**src/rtl/spi_target_port.sv**
```systemverilog
// spi_target_port -- SPI mode-0 target on the XT I/O bus.
//
// An external SPI controller shifts bytes in on MOSI and out on MISO. Every
// SPI pin is sampled into the iClk domain. No logic is clocked by SCK.
// The CPU side uses two I/O ports:
//   0BCh write : load the TX holding register (sets tx_full)
//   0BCh read  : pop the RX head (returns FFh when RX is empty)
//   0BDh read  : status {0, rx_count[2:0], cs_active, rx_overrun, ~tx_full, rx_avail}
//   0BDh write : bit0 -> irq_en, bit2=1 clears rx_overrun
//
// Ports:
//   iClk, iRstN        system clock, synchronous active-low reset
//   iAddr[19:0]        I/O address (only [11:0] decoded)
//   iWr, iRd, iData    one-cycle CPU strobes and write data
//   oData, oSel        registered read data and its valid pulse
//   iSpiSck/Mosi/CsN   asynchronous SPI pins
//   oSpiMiso/MisoOe    MISO data and output enable
//   oIrq               irq_en & rx_avail
//
// Build option: define SPI_TARGET_RXFIFO_EN for a 4-entry RX FIFO. Without it,
// RX is a single byte latch.

module spi_target_port (
  input  logic        iClk,
  input  logic        iRstN,
  input  logic [19:0] iAddr,
  input  logic        iWr,
  input  logic        iRd,
  input  logic [7:0]  iData,
  output logic [7:0]  oData,
  output logic        oSel,
  input  logic        iSpiSck,
  input  logic        iSpiMosi,
  input  logic        iSpiCsN,
  output logic        oSpiMiso,
  output logic        oSpiMisoOe,
  output logic        oIrq
);

  typedef enum logic [1:0] {
    ST_IDLE  = 2'd0,
    ST_LOAD  = 2'd1,
    ST_SHIFT = 2'd2
  } state_t;

  // ---------------------------------------------------------------------------
  // Pin synchronisers. Stages [1] are the synchronised levels. Stages [2]
  // (SCK/CS only) hold the previous level for edge detection.
  // ---------------------------------------------------------------------------
  logic [2:0] sck_sync_reg;
  logic [2:0] cs_sync_reg;
  logic [1:0] mosi_sync_reg;

  always_ff @(posedge iClk) begin
    if (!iRstN) begin
      sck_sync_reg  <= 3'b000;
      cs_sync_reg   <= 3'b111;
      mosi_sync_reg <= 2'b00;
    end else begin
      sck_sync_reg  <= {sck_sync_reg[1:0], iSpiSck};
      cs_sync_reg   <= {cs_sync_reg[1:0], iSpiCsN};
      mosi_sync_reg <= {mosi_sync_reg[0], iSpiMosi};
    end
  end

  logic sck_rise, sck_fall, cs_fall, cs_rise, cs_active, mosi_bit;
  assign sck_rise  =  sck_sync_reg[1] & ~sck_sync_reg[2];
  assign sck_fall  = ~sck_sync_reg[1] &  sck_sync_reg[2];
  assign cs_fall   = ~cs_sync_reg[1]  &  cs_sync_reg[2];
  assign cs_rise   =  cs_sync_reg[1]  & ~cs_sync_reg[2];
  assign cs_active = ~cs_sync_reg[1];
  assign mosi_bit  =  mosi_sync_reg[1];

  // ---------------------------------------------------------------------------
  // CPU port decode
  // ---------------------------------------------------------------------------
  logic sel_bc, sel_bd, wr_bc, wr_bd, rd_bc, rd_any;
  assign sel_bc = (iAddr[11:0] == 12'h0BC);
  assign sel_bd = (iAddr[11:0] == 12'h0BD);
  assign wr_bc  = iWr & sel_bc;
  assign wr_bd  = iWr & sel_bd;
  assign rd_bc  = iRd & sel_bc;
  assign rd_any = iRd & (sel_bc | sel_bd);

  // Only the low 12 address bits take part in decoding.
  logic unused_addr;
  assign unused_addr = &{1'b0, iAddr[19:12]};

  // ---------------------------------------------------------------------------
  // Shift engine state
  // ---------------------------------------------------------------------------
  state_t     state_reg, state_next;
  logic [7:0] shift_reg;
  logic [3:0] bitcnt_reg;
  logic [7:0] tx_hold_reg;
  logic       tx_full_reg;
  logic       irq_en_reg;
  logic       rx_overrun_reg;
  logic       miso_reg;
  logic       miso_oe_reg;

  logic       do_load, do_shift, do_present;
  logic       push, push_ok, pop;
  logic [7:0] load_byte, rx_byte_in, rx_head;
  logic [2:0] rx_count;
  logic       rx_avail;

  assign load_byte  = tx_full_reg ? tx_hold_reg : 8'hFF;
  assign rx_byte_in = {shift_reg[6:0], mosi_bit};
  assign push       = do_shift & (bitcnt_reg == 4'd7);
  assign rx_avail   = (rx_count != 3'd0);
  assign pop        = rd_bc & rx_avail;

  always_comb begin
    state_next = state_reg;
    do_load    = 1'b0;
    do_shift   = 1'b0;
    do_present = 1'b0;
    case (state_reg)
      ST_IDLE: begin
        if (cs_fall) state_next = ST_LOAD;
      end
      ST_LOAD: begin
        do_load    = 1'b1;
        state_next = ST_SHIFT;
      end
      ST_SHIFT: begin
        if (sck_rise && bitcnt_reg < 4'd8) begin
          do_shift = 1'b1;
        end else if (sck_fall) begin
          // The fall after the 8th rise starts the next byte.
          if (bitcnt_reg == 4'd8) do_load    = 1'b1;
          else                    do_present = 1'b1;
        end
      end
      default: state_next = ST_IDLE;
    endcase
    // CS release aborts whatever is in progress; a partial byte is lost.
    if (cs_rise) begin
      state_next = ST_IDLE;
      do_load    = 1'b0;
      do_shift   = 1'b0;
      do_present = 1'b0;
    end
  end

  always_ff @(posedge iClk) begin
    if (!iRstN) begin
      state_reg   <= ST_IDLE;
      shift_reg   <= 8'hFF;
      bitcnt_reg  <= 4'd0;
      miso_reg    <= 1'b1;
      miso_oe_reg <= 1'b0;
    end else begin
      state_reg   <= state_next;
      miso_oe_reg <= (state_next != ST_IDLE);
      if (do_load) begin
        shift_reg  <= load_byte;
        miso_reg   <= load_byte[7];
        bitcnt_reg <= 4'd0;
      end else if (do_shift) begin
        shift_reg  <= rx_byte_in;
        bitcnt_reg <= bitcnt_reg + 4'd1;
      end else if (do_present) begin
        miso_reg <= shift_reg[7];
      end
      if (state_next == ST_IDLE) miso_reg <= 1'b1;
    end
  end

  // ---------------------------------------------------------------------------
  // TX holding register. A CPU write in the same cycle as a load wins the
  // flag: the shifter takes the old value and the new one stays pending.
  // ---------------------------------------------------------------------------
  always_ff @(posedge iClk) begin
    if (!iRstN) begin
      tx_hold_reg <= 8'h00;
      tx_full_reg <= 1'b0;
    end else if (wr_bc) begin
      tx_hold_reg <= iData;
      tx_full_reg <= 1'b1;
    end else if (do_load) begin
      tx_full_reg <= 1'b0;
    end
  end

  // ---------------------------------------------------------------------------
  // Control / overrun
  // ---------------------------------------------------------------------------
  always_ff @(posedge iClk) begin
    if (!iRstN) begin
      irq_en_reg     <= 1'b0;
      rx_overrun_reg <= 1'b0;
    end else begin
      if (wr_bd) irq_en_reg <= iData[0];
      // A new overrun in the same cycle as a clear is kept.
      if (push && !push_ok)      rx_overrun_reg <= 1'b1;
      else if (wr_bd && iData[2]) rx_overrun_reg <= 1'b0;
    end
  end

  // ---------------------------------------------------------------------------
  // RX storage. A pop in the same cycle frees room for the push.
  // ---------------------------------------------------------------------------
`ifdef SPI_TARGET_RXFIFO_EN
  logic [7:0] rx_mem [0:3];
  logic [1:0] wr_ptr_reg, rd_ptr_reg;
  logic [2:0] rx_count_reg;

  assign push_ok  = push & ((rx_count_reg != 3'd4) | pop);
  assign rx_count = rx_count_reg;
  assign rx_head  = rx_mem[rd_ptr_reg];

  always_ff @(posedge iClk) begin
    if (!iRstN) begin
      wr_ptr_reg   <= 2'd0;
      rd_ptr_reg   <= 2'd0;
      rx_count_reg <= 3'd0;
    end else begin
      if (push_ok) wr_ptr_reg <= wr_ptr_reg + 2'd1;
      if (pop)     rd_ptr_reg <= rd_ptr_reg + 2'd1;
      rx_count_reg <= rx_count_reg + {2'b00, push_ok} - {2'b00, pop};
    end
  end

  always_ff @(posedge iClk) begin
    if (push_ok) rx_mem[wr_ptr_reg] <= rx_byte_in;
  end
`else
  logic [7:0] rx_data_reg;
  logic       rx_valid_reg;

  assign push_ok  = push & (~rx_valid_reg | pop);
  assign rx_count = {2'b00, rx_valid_reg};
  assign rx_head  = rx_data_reg;

  always_ff @(posedge iClk) begin
    if (!iRstN) begin
      rx_data_reg  <= 8'h00;
      rx_valid_reg <= 1'b0;
    end else if (push_ok) begin
      rx_data_reg  <= rx_byte_in;
      rx_valid_reg <= 1'b1;
    end else if (pop) begin
      rx_valid_reg <= 1'b0;
    end
  end
`endif

  // ---------------------------------------------------------------------------
  // CPU read path
  // ---------------------------------------------------------------------------
  always_ff @(posedge iClk) begin
    if (!iRstN) begin
      oData <= 8'h00;
      oSel  <= 1'b0;
    end else begin
      oSel <= rd_any;
      if (rd_any) begin
        if (sel_bc) oData <= rx_avail ? rx_head : 8'hFF;
        else        oData <= {1'b0, rx_count, cs_active, rx_overrun_reg,
                              ~tx_full_reg, rx_avail};
      end
    end
  end

  assign oSpiMiso   = miso_reg;
  assign oSpiMisoOe = miso_oe_reg;
  assign oIrq       = irq_en_reg & rx_avail;

endmodule

```
**config.mk**
```make
export PLATFORM = sky130hd
export DESIGN_NAME = spi_target_port
export DESIGN_NICKNAME = d
export VERILOG_FILES = /design/src/rtl/spi_target_port.sv
export SDC_FILE = /design/constraint.sdc
export NUM_CORES = 1
export LEC_CHECK = 0
export ABC_AREA = 0
export ABC_CLOCK_PERIOD_IN_PS = 2850
export BUFFER_PORTS_ARGS = -buffer_cell sky130_fd_sc_hd__buf_2
export CORE_MARGIN = 2
export CORE_UTILIZATION = 45
export CTS_BUF_LIST = sky130_fd_sc_hd__clkbuf_8 sky130_fd_sc_hd__clkbuf_16
export CTS_CLUSTER_SIZE = 24
export DETAILED_ROUTE_END_ITERATION = 8
export PLACE_DENSITY = 0.67
export SYNTH_ARGS = -nofsm -noshare
export SYNTH_HDL_FRONTEND = slang
export SYNTH_SLANG_ARGS = --single-unit
```
**constraint.sdc**
```tcl
create_clock -name iClk -period 2.85 [get_ports iClk]
set_clock_uncertainty 0.1 [all_clocks]
set_input_delay 0.1425 -clock iClk [delete_from_list [all_inputs] [get_ports iClk]]
set_output_delay 0.1425 -clock iClk [all_outputs]
set_load 0.01 [all_outputs]
```
==> out/qor.csv, run 1 <==
metric,value,unit
ys async rst share,0,%
Slew @ Worst Pin,0.625,ns
Clock Pin Slew Worst Setup and Hold Paths,0.09,ns
Hold Fails Final Rpt,0,
Tcrit/Tclk final,76.1,%
vias in the first global route,1696,
dominant synthesized flop cell,dfxtp_1,
Final Util,54.3,%
Final setup viols,0,
Synth Area in XOR/XNOR,0.756,%
CTS H-Tree Depth,2,
Hold Path Class,in2reg,
footprint of the multi-input gates,1130,µm²
Leak Pwr,1.16,nW
register area share after synthesis,45.8,%
"IR drop worst, VDD",0.298,mV
Die ar.,5740,µm²
Slew HR,58.4,%
post-route cell area,2740,µm²
largest net degree at the start of global routing,40,
RSZ-0062 raised after global routing,no,
I/O pin count,47,
first-pass GRT wire length,7.52,mm
Synth Area in Simple Gates,28.5,%
Max clock buf depth,2,
Crit Path Max Fanout,19,
CP Launch Type,register,
"Distinct cells, synth",41,
most common cell in the synthesized netlist,dfxtp_1,
"EDFF count, synth",0,
"flops & latches, synth",53,
Inserted Clock Buffers,5,
final net count,347,
port bufs,38,
Hold Path Origin,iRd,
Skew-Pair Late Insertion Delay,0.30,ns
worst setup path start,state_reg[0]$_SDFF_PN0_,
top sig layer,met4,
largest family of logic cells by synthesized area,simple AND/OR/NAND/NOR gates,
DP Area,2530,µm²
via count,1889,
post-synthesis compound-gate area fraction,15.8,%
dpl hpwl,3.10,mm
Syn Inst Count,264,
root buffer cell,clkbuf_8,
CTS tree,built,
syn nets,305,
Critical Setup Path Class,reg2reg,
Routed met3 length,161,µm
Post-synth top cells,"dfxtp_1, nand2_1, nand3_1",
global route overflow,0,
top cell type's share of synthesized area,45.8,%
YS warnings,0,
CP Data Required Time,2.93,ns
Area contributors post-synth,"dfxtp_1, nand2_1, nand3_1, nor3b_1, ha_1",
CTS sink count,53,
Worst EP arrival,2.25,ns
CP Capture Type,register,
syn avg cell area,8.78,µm²
dpl cells,358,
Setup WS pre-CTS,0.623,ns
final hold slack,0.0563,ns
final slew viol count,0,
all-layer global routing usage,17.2,%
DR WL/cell,11.9,µm
via/cell ratio,5.01,
Final min period,2.17,ns
fraction of layout cells with a size suffix above 1,20.8,%
post-synthesis mux area share,0.432,%
Crit path top cell by count,inv_1,
n_diodes,0,
Syn Std Cell Area,2320,µm²
overall power,1.29,mW
final setup margin,0.680,ns
P&R area growth vs syn,18.3,%
core footprint,5040,µm²
TritonRoute pass-1 iters,4,
WL met2,2.16,mm
Max-Cap Viols,0,
routed wire length,4.48,mm
post-synthesis adder-cell area fraction,3.24,%
Fillers,457,
most area-hungry cell type in the Yosys netlist,dfxtp_1,
status,completed,
Die W,75.8,µm
Site Rows,26,
reg2reg start,state_reg[0]$_SDFF_PN0_,
Reg area,1060,µm²
Die H,75.8,µm
Fin Setup TNS,0,ns
largest stage delay on the critical path,0.64,ns
Non-Filler Instances,377,
routability congestion estimate from global placement,0.750,
Starting Density,46.0,%
remaining antenna violation count,0,
critical-path cell list,inv_1 -> ha_1 -> inv_1 -> o41a_1 -> nor3b_1 -> o21ai_0,
Fmax,461,MHz
highest-delay cell along the critical path,o41a_1,
PwrDens,472,nW/µm²
DRC viols,0,
met1 WL,2.12,mm
DRT iter0 DRCs,109,
initial antenna violation count,0,
-- where the power goes --
| part | leakage (nW) | internal (mW) | switching, mW | total [mW] |
|---|---|---|---|---|
| clock | 0.0542 | 0.220 | 0.237 | 0.457 |
| sequential | 0.429 | 0.749 | 0.00492 | 0.754 |
| combinational | 0.674 | 0.0398 | 0.0432 | 0.0830 |
| total | 1.16 | 1.01 | 0.285 | 1.29 |
-- path summary, 6_finish.rpt --
check	slack, ns	cells past startpoint	endpoint
worst max-delay path	0.68	6	shift_reg[7]$_SDFFE_PN1P_
worst min-delay path	0.06	3	oData[0]$_SDFFE_PN0P_
worst max register to register	0.68	6	shift_reg[7]$_SDFFE_PN1P_
worst min register to register	0.33	1	cs_sync_reg[1]$_SDFF_PN1_
-- area by class of cell --
cell class,instances,area share [%]
timing repair buffer,51,11.5
tap,70,3.20
clock inverter,1,0.183
inverter,12,1.64
clock buffer,7,3.52
multi-input combinational,183,41.2
sequential,53,38.7
-- critical path, delay by kind of cell (launching register included) --
| family | cells | cell delay (ns) |
|---|---|---|
| AOI/OAI and AO/OA | 2 | 0.77 |
| adders and majority gates | 1 | 0.32 |
| and+or+nand+nor | 1 | 0.35 |
| buffers and inverters | 2 | 0.13 |
| DFF | 1 | 0.38 |
-- layout by cell type (no fill, tap or decap), drive strengths merged, types with 8 or more instances in the layout --
cell and n:
a21oi 13, and3 10, buf 40, dfxtp 53, dlygate4sd3 11, inv 12
nand2 47, nand3 21, nor2 8, nor3b 11, o21ai 27
-- repair_timing --
action	in CTS	in global routing
setup buffers	0	0
gates resized for setup	0	0
hold endpoints to repair	12	0
hold buffers	11	0
setup endpoints to repair	0	0
-- per-layer routing --
| metal | vias to the layer above | GRT usage (%) |
|---|---|---|
| met5 | - | 0 |
| met4 | 0 | 6.43 |
| met3 | 2 | 3.97 |
| met2 | 34 | 27.1 |
| met1 | 856 | 22.9 |
| li1 | 997 | - |
-- kinds of logic (layout without fill, tap and decap cells) --
| kind of cell | after synthesis | after routing |
|---|---|---|
| and+or+nand+nor | 121 | 121 |
| DFF | 53 | 53 |
| muxes | 1 | 1 |
| AOI/OAI and AO/OA | 53 | 53 |
| adders and majority gates | 6 | 6 |
| xor gates and xnor gates | 2 | 2 |
| buffers and inverters | 28 | 71 |
Power figures use the tool's default switching activity.
==> run 2: changes to the inputs <==
ABC_CLOCK_PERIOD_IN_PS = 1980   (was 2850)
PLACE_DENSITY = 0.7   (was 0.67)
clock period = 1.98 ns   (was 2.85 ns; I/O delays follow)
==> run 2 against run 1 <==
Sequential share of layout area is 2.5 points lower. Final area is 7.0% higher. Clock power is 43% higher. Critical path depth is 1 higher. Via count is 6.8% higher. Sequential power is 43% higher. Routed wire length is 4.6% higher. Largest power group unchanged. Die area stayed put. Total power is 45% higher.
==> out/qor.csv, run 2 (synthesis results as in run 1) <==
metric,value,unit,change
final slew viol count,0,,unchanged
dpl cells,373,,+4.2%
first-pass GRT wire length,7.45,mm,-1.0%
Hold Fails Final Rpt,0,,unchanged
Clock Pin Slew Worst Setup and Hold Paths,0.09,ns,about the same
status,completed,,
CTS sink count,53,,unchanged
via count,2018,,+6.8%
port bufs,38,,unchanged
root buffer cell,clkbuf_8,,
"commonest cells after routing, fill and taps aside","dfxtp_1, nand2_1, buf_2, nand3_1, buf_4",,
"IR drop worst, VDD",0.431,mV,+45%
DRC viols,0,,unchanged
routability congestion estimate from global placement,0.767,,+2.2%
Final Util,58.2,%,+3.8 points
CP Launch Type,register,,
DRT iter0 DRCs,82,,-25%
all-layer global routing usage,16.8,%,-0.33 points
vias in the first global route,1748,,+3.1%
TritonRoute pass-1 iters,4,,unchanged
CP Data Required Time,2.12,ns,-0.81 ns
Crit Path Max Fanout,8,,-11
Non-Filler Instances,396,,+5.0%
Site Rows,26,,unchanged
Psw,0.411,mW,+44%
"commonest non-fill, non-tap cell in the layout",dfxtp_1,,
Slew HR,70.2,%,+12 points
core footprint,5040,µm²,unchanged
Inserted Clock Buffers,5,,unchanged
Starting Density,46.0,%,unchanged
global route overflow,0,,unchanged
highest-delay cell along the critical path,o41a_4,,
sequential share of power,57.8,%,-0.5 points
Die ar.,5740,µm²,unchanged
I/O pin count,47,,unchanged
routed wire length,4.68,mm,+4.6%
initial antenna violation count,0,,unchanged
RSZ-0062 raised after global routing,yes,,
Tcrit/Tclk final,96.8,%,+21 points
via/cell ratio,5.10,,+1.7%
Hold Path Class,in2reg,,
post-route cell area,2930,µm²,+7.0%
combinational share of power,7.5,%,+1.1 points
Clock Power Share,34.8,%,-0.5 points
critical-path cell list,inv_1 -> ha_2 -> nand4b_1 -> o41a_4 -> buf_4 -> and3_1 -> o21ai_1,,
Sw Share,21.9,%,-0.10 points
largest net degree at the start of global routing,43,,+7.5%
DP Area,2650,µm²,+4.9%
overall power,1.88,mW,+45%
Fmax,522,MHz,+13%
Max clock buf depth,2,,unchanged
Die H,75.8,µm,unchanged
Die W,75.8,µm,unchanged
P&R area growth vs syn,26.6,%,
CP Capture Type,register,,
remaining antenna violation count,0,,unchanged
Fillers,447,,-2.2%
Leak Pwr,1.25,nW,+7.6%
internal cell power,1.47,mW,+45%
CTS tree,built,,
Slew @ Worst Pin,0.443,ns,-0.182 ns
PwrDens,640,nW/µm²,+36%
dpl hpwl,3.15,mm,+1.7%
Max-Cap Viols,0,,unchanged
final net count,366,,+5.5%
DR WL/cell,11.8,µm,-0.44%
n_diodes,0,,unchanged
Critical Setup Path Class,reg2reg,,
largest stage delay on the critical path,0.54,ns,-0.10 ns
Skew-Pair Late Insertion Delay,0.30,ns,about the same
CTS H-Tree Depth,2,,unchanged
Final min period,1.92,ns,-0.253 ns
Final setup viols,0,,unchanged
fraction of layout cells with a size suffix above 1,26.4,%,+5.5 points
Worst EP arrival,2.06,ns,-0.19 ns
==> run 2: cell types whose count changed in the layout (fill, tap and decap cells not counted), moves of 2 or more <==
| cell | previous run | this run |
|---|---|---|
| dlygate4sd3_1 | 11 | 13 |
| nor3b_2 | 0 | 3 |
| nor3b_1 | 11 | 8 |
| buf_4 | 2 | 17 |
==> run 2: repair_timing <==
| item | CTS | global route |
|---|---|---|
| hold buffers | 13 | 0 |
| setup buffers | 0 | 1 |
| setup endpoints to repair | 13 | 12 |
| endpoints found under the hold margin | 14 | 0 |
| cloned | 0 | 1 |
| resized for setup | 2 | 4 |
| pin swaps | 0 | 1 |
==> run 2: final cells by class <==
type                    instances  area (µm²)  share of cell area, %
well taps                      70        87.6                   2.99
clock inverters                 1        5.00                  0.171
multi-input cells             184        1170                   39.9
flip-flops and latches         53        1060                   36.2
inverters                      12        45.0                   1.54
repair buffers                 69         468                   16.0
clock buffers                   7        96.3                   3.28
==> run 2: power groups by stage <==
stage               logic (mW)  clock network [mW]  registers (mW)
floorplan               0.0624                   0            1.11
global placement         0.114                   0            1.11
detailed placement       0.117                   0            1.11
CTS                      0.137               0.676            1.08
global route             0.155               0.699            1.09
finish                   0.140               0.653            1.08
==> run 2: routing by layer <==
metal  share of wire (%)  up-vias  routed length (µm)  global-route usage [%]
met5                   0        -                   0                       0
met4                 1.3        0                  60                    5.26
met3                 2.9        5                 136                    3.57
met2                  45       31                2130                    27.1
met1                  50      949                2360                    22.6
li1                    -     1033                   -                       -
==> run 2: final timing paths <==
path	start	endpoint	slack [ns]	cells past startpoint
setup / recovery	state_reg[0]$_SDFF_PN0_	shift_reg[4]$_SDFFE_PN1P_	0.06	7
hold / removal	iRd	oData[0]$_SDFFE_PN0P_	0.01	3
setup reg to reg	state_reg[0]$_SDFF_PN0_	shift_reg[4]$_SDFFE_PN1P_	0.06	7
hold reg to reg	cs_sync_reg[0]$_SDFF_PN1_	cs_sync_reg[1]$_SDFF_PN1_	0.33	1
==> run 2: per-stage QoR <==
stage                     setup WS, ns  TNS [ns]  hold slack (ns)
after floorplan                 0.0290         0            0.100
after global placement         -0.0436    -0.286            0.193
after detailed placement       -0.0867    -0.819            0.194
after CTS                      0.00821         0          0.00716
after global routing           -0.0260   -0.0756           0.0367
final                           0.0631         0           0.0115
==> run 2: worst max-delay path: cells and delay by family, from the launching register on <==
| family | cells | cell delay, ns |
|---|---|---|
| AND/OR/NAND/NOR | 2 | 0.33 |
| adder cells (fa/ha/maj) | 1 | 0.20 |
| buffers and inverters | 2 | 0.25 |
| AO/OA/AOI/OAI | 2 | 0.66 |
| flip-flops | 1 | 0.32 |
==> run 3: changes to the inputs <==
CORE_ASPECT_RATIO = 0.5   (was not set)
==> run 3 against run 2 <==
Sequential power about the same. Largest power group unchanged. Setup slack gained 0.039 ns. Clock-buffer cell count shrank 1. Final cell count is 1.5% lower. Largest cell class unchanged. Highest routed layer unchanged. Routed wire length up 4.1%.
==> out/qor.csv, run 3 (synthesis results as in run 1) <==
metric,value,unit,change
FF-to-FF End,shift_reg[2]$_SDFFE_PN1P_,,
status,completed,,
Leak Pwr,1.23,nW,-1.1%
met3 Resource Use GR,3.57,%,unchanged
fraction of layout cells with a size suffix above 1,26.6,%,+0.18 points
Psw,0.420,mW,+2.0%
"commonest cells after routing, fill and taps aside","dfxtp_1, nand2_1, buf_2, nand3_1, o21ai_0",,
vias in the first global route,1756,,+0.46%
Die W,105,µm,+39%
Critical Setup Path Class,reg2reg,,
Slew @ Worst Pin,0.420,ns,-0.0223 ns
core footprint,4930,µm²,-2.2%
Setup WS pre-CTS,-0.0181,ns,+0.0685 ns
final slew viol count,0,,unchanged
hold depth,3,,unchanged
via count,1954,,-3.2%
sequential share of power,55.0,%,-2.8 points
Sw Share,21.3,%,-0.65 points
Max clock buf depth,2,,unchanged
Hold Path Origin,iAddr[0],,
Non-Filler Instances,390,,-1.5%
CP Capture Type,register,,
reg2reg path depth,7,,unchanged
P&R area growth vs syn,26.5,%,about the same
DRT iter0 DRCs,106,,+29%
remaining antenna violation count,0,,unchanged
initial antenna violation count,0,,unchanged
Die H,54.7,µm,-28%
CP Launch Type,register,,
via/cell ratio,5.01,,-1.7%
CP Data Required Time,2.07,ns,-0.05 ns
Slew HR,71.9,%,+1.7 points
final net count,360,,-1.6%
"IR drop worst, VDD",0.320,mV,-26%
Final setup viols,0,,unchanged
CTS tree,built,,
internal cell power,1.55,mW,+6.0%
Worst EP arrival,1.97,ns,-0.09 ns
PwrDens,673,nW/µm²,+5.2%
final setup margin,0.102,ns,+0.0386 ns
all-layer global routing usage,18.0,%,+1.2 points
Crit Path Max Fanout,19,,+11
routability congestion estimate from global placement,0.739,,-3.7%
root buffer cell,clkbuf_8,,
DR WL/cell,12.5,µm,+5.7%
gr busiest metal,met2,,
dpl hpwl,3.48,mm,+11%
Fmax,532,MHz,+2.1%
TritonRoute pass-1 iters,4,,unchanged
M1 GR Usage,23.9,%,+1.3 points
Inserted Clock Buffers,5,,unchanged
met2 GRT Util,30.2,%,+3.1 points
routed wire length,4.87,mm,+4.1%
Final min period,1.88,ns,-0.0386 ns
first-pass GRT wire length,8.04,mm,+8.0%
flop2flop setup slack,0.10,ns,+0.04 ns
Hold Fails Final Rpt,0,,unchanged
Tcrit/Tclk final,94.9,%,-1.9 points
largest net degree at the start of global routing,32,,-26%
hold endpoint,irq_en_reg$_SDFFE_PN0N_,,
port bufs,38,,unchanged
Skew-Pair Late Insertion Delay,0.30,ns,about the same
overall power,1.97,mW,+5.1%
Setup Buffers After CTS,0,,unchanged
RSZ-0062 raised after global routing,no,,
Die ar.,5770,µm²,+0.60%
dpl cells,369,,-1.1%
Site Rows,18,,-31%
global route overflow,0,,unchanged
Starting Density,47.0,%,+1.0 points
Hold Path Class,in2reg,,
reg2reg start,state_reg[0]$_SDFF_PN0_,,
combinational share of power,6.9,%,-0.6 points
CTS H-Tree Depth,2,,unchanged
n_diodes,0,,unchanged
CTS sink count,53,,unchanged
DRC viols,0,,unchanged
I/O pin count,47,,unchanged
Clock Pin Slew Worst Setup and Hold Paths,0.09,ns,about the same
"commonest non-fill, non-tap cell in the layout",dfxtp_1,,
Max-Cap Viols,0,,unchanged
Clock Power Share,38.1,%,+3.3 points
run 3: final cells by class:
class | instances | area (µm²)
clock inverters | 2 | 33.8
clock buffers | 6 | 82.6
repair buffers | 64 | 434
fillers | 447 | 2000
well taps | 70 | 87.6
flip-flops and latches | 53 | 1060
multi-input cells | 183 | 1190
inverters | 12 | 45.0
run 3: worst max path at each step:
stage | startpoint | endpoint | cells past startpoint
floorplan | state_reg[0]$_SDFF_PN0_ | shift_reg[7]$_SDFFE_PN1P_ | 7
global placement | iAddr[9] | rx_data_reg[2]$_SDFFE_PN0P_ | 6
detailed placement | state_reg[1]$_SDFF_PN0_ | oSpiMiso$_SDFFE_PP1P_ | 7
CTS | state_reg[1]$_SDFF_PN0_ | shift_reg[3]$_SDFFE_PN1P_ | 7
global route | state_reg[0]$_SDFF_PN0_ | shift_reg[1]$_SDFFE_PN1P_ | 7
finish | state_reg[0]$_SDFF_PN0_ | shift_reg[2]$_SDFFE_PN1P_ | 7
run 3: power groups by stage:
stage	Sequential, mW	Combinational, mW	Clock [mW]
floorplan	1.11	0.0624	0
global placement	1.11	0.107	0
detailed placement	1.11	0.111	0
CTS	1.09	0.131	0.770
global route	1.09	0.152	0.808
finish	1.09	0.136	0.751
run 3: per-layer routing:
metal,up-vias,share of wire (%)
met5,-,0
met4,0,1.1
met3,7,3.7
met2,36,42
met1,894,53
li1,1017,-
run 3: stage by stage:
stage               hold slack, ns  setup TNS (ns)  util [%]  area, µm²
floorplan                    0.100               0         -       2320
global placement             0.180               0      53.2       2620
detailed placement           0.186         -0.0491      53.2       2620
CTS                         0.0705         -0.0261      58.3       2880
global route                 0.128               0      59.4       2930
finish                       0.105               0      59.4       2930
run 3: timing repair:
item / 4_1_cts / 5_1_grt
setup endpoints to repair: 4 / 9
hold endpoints to repair: 14 / 0
gates resized for setup: 1 / 12
hold buffers: 13 / 0
pin swaps: 0 / 1
run 3: critical path: stages (launching register included):
cell	delay [ns]
dfxtp_1	0.33
inv_2	0.08
ha_2	0.21
nand4b_1	0.14
o41a_1	0.41
buf_6	0.18
nor3b_1	0.23
o21ai_1	0.10
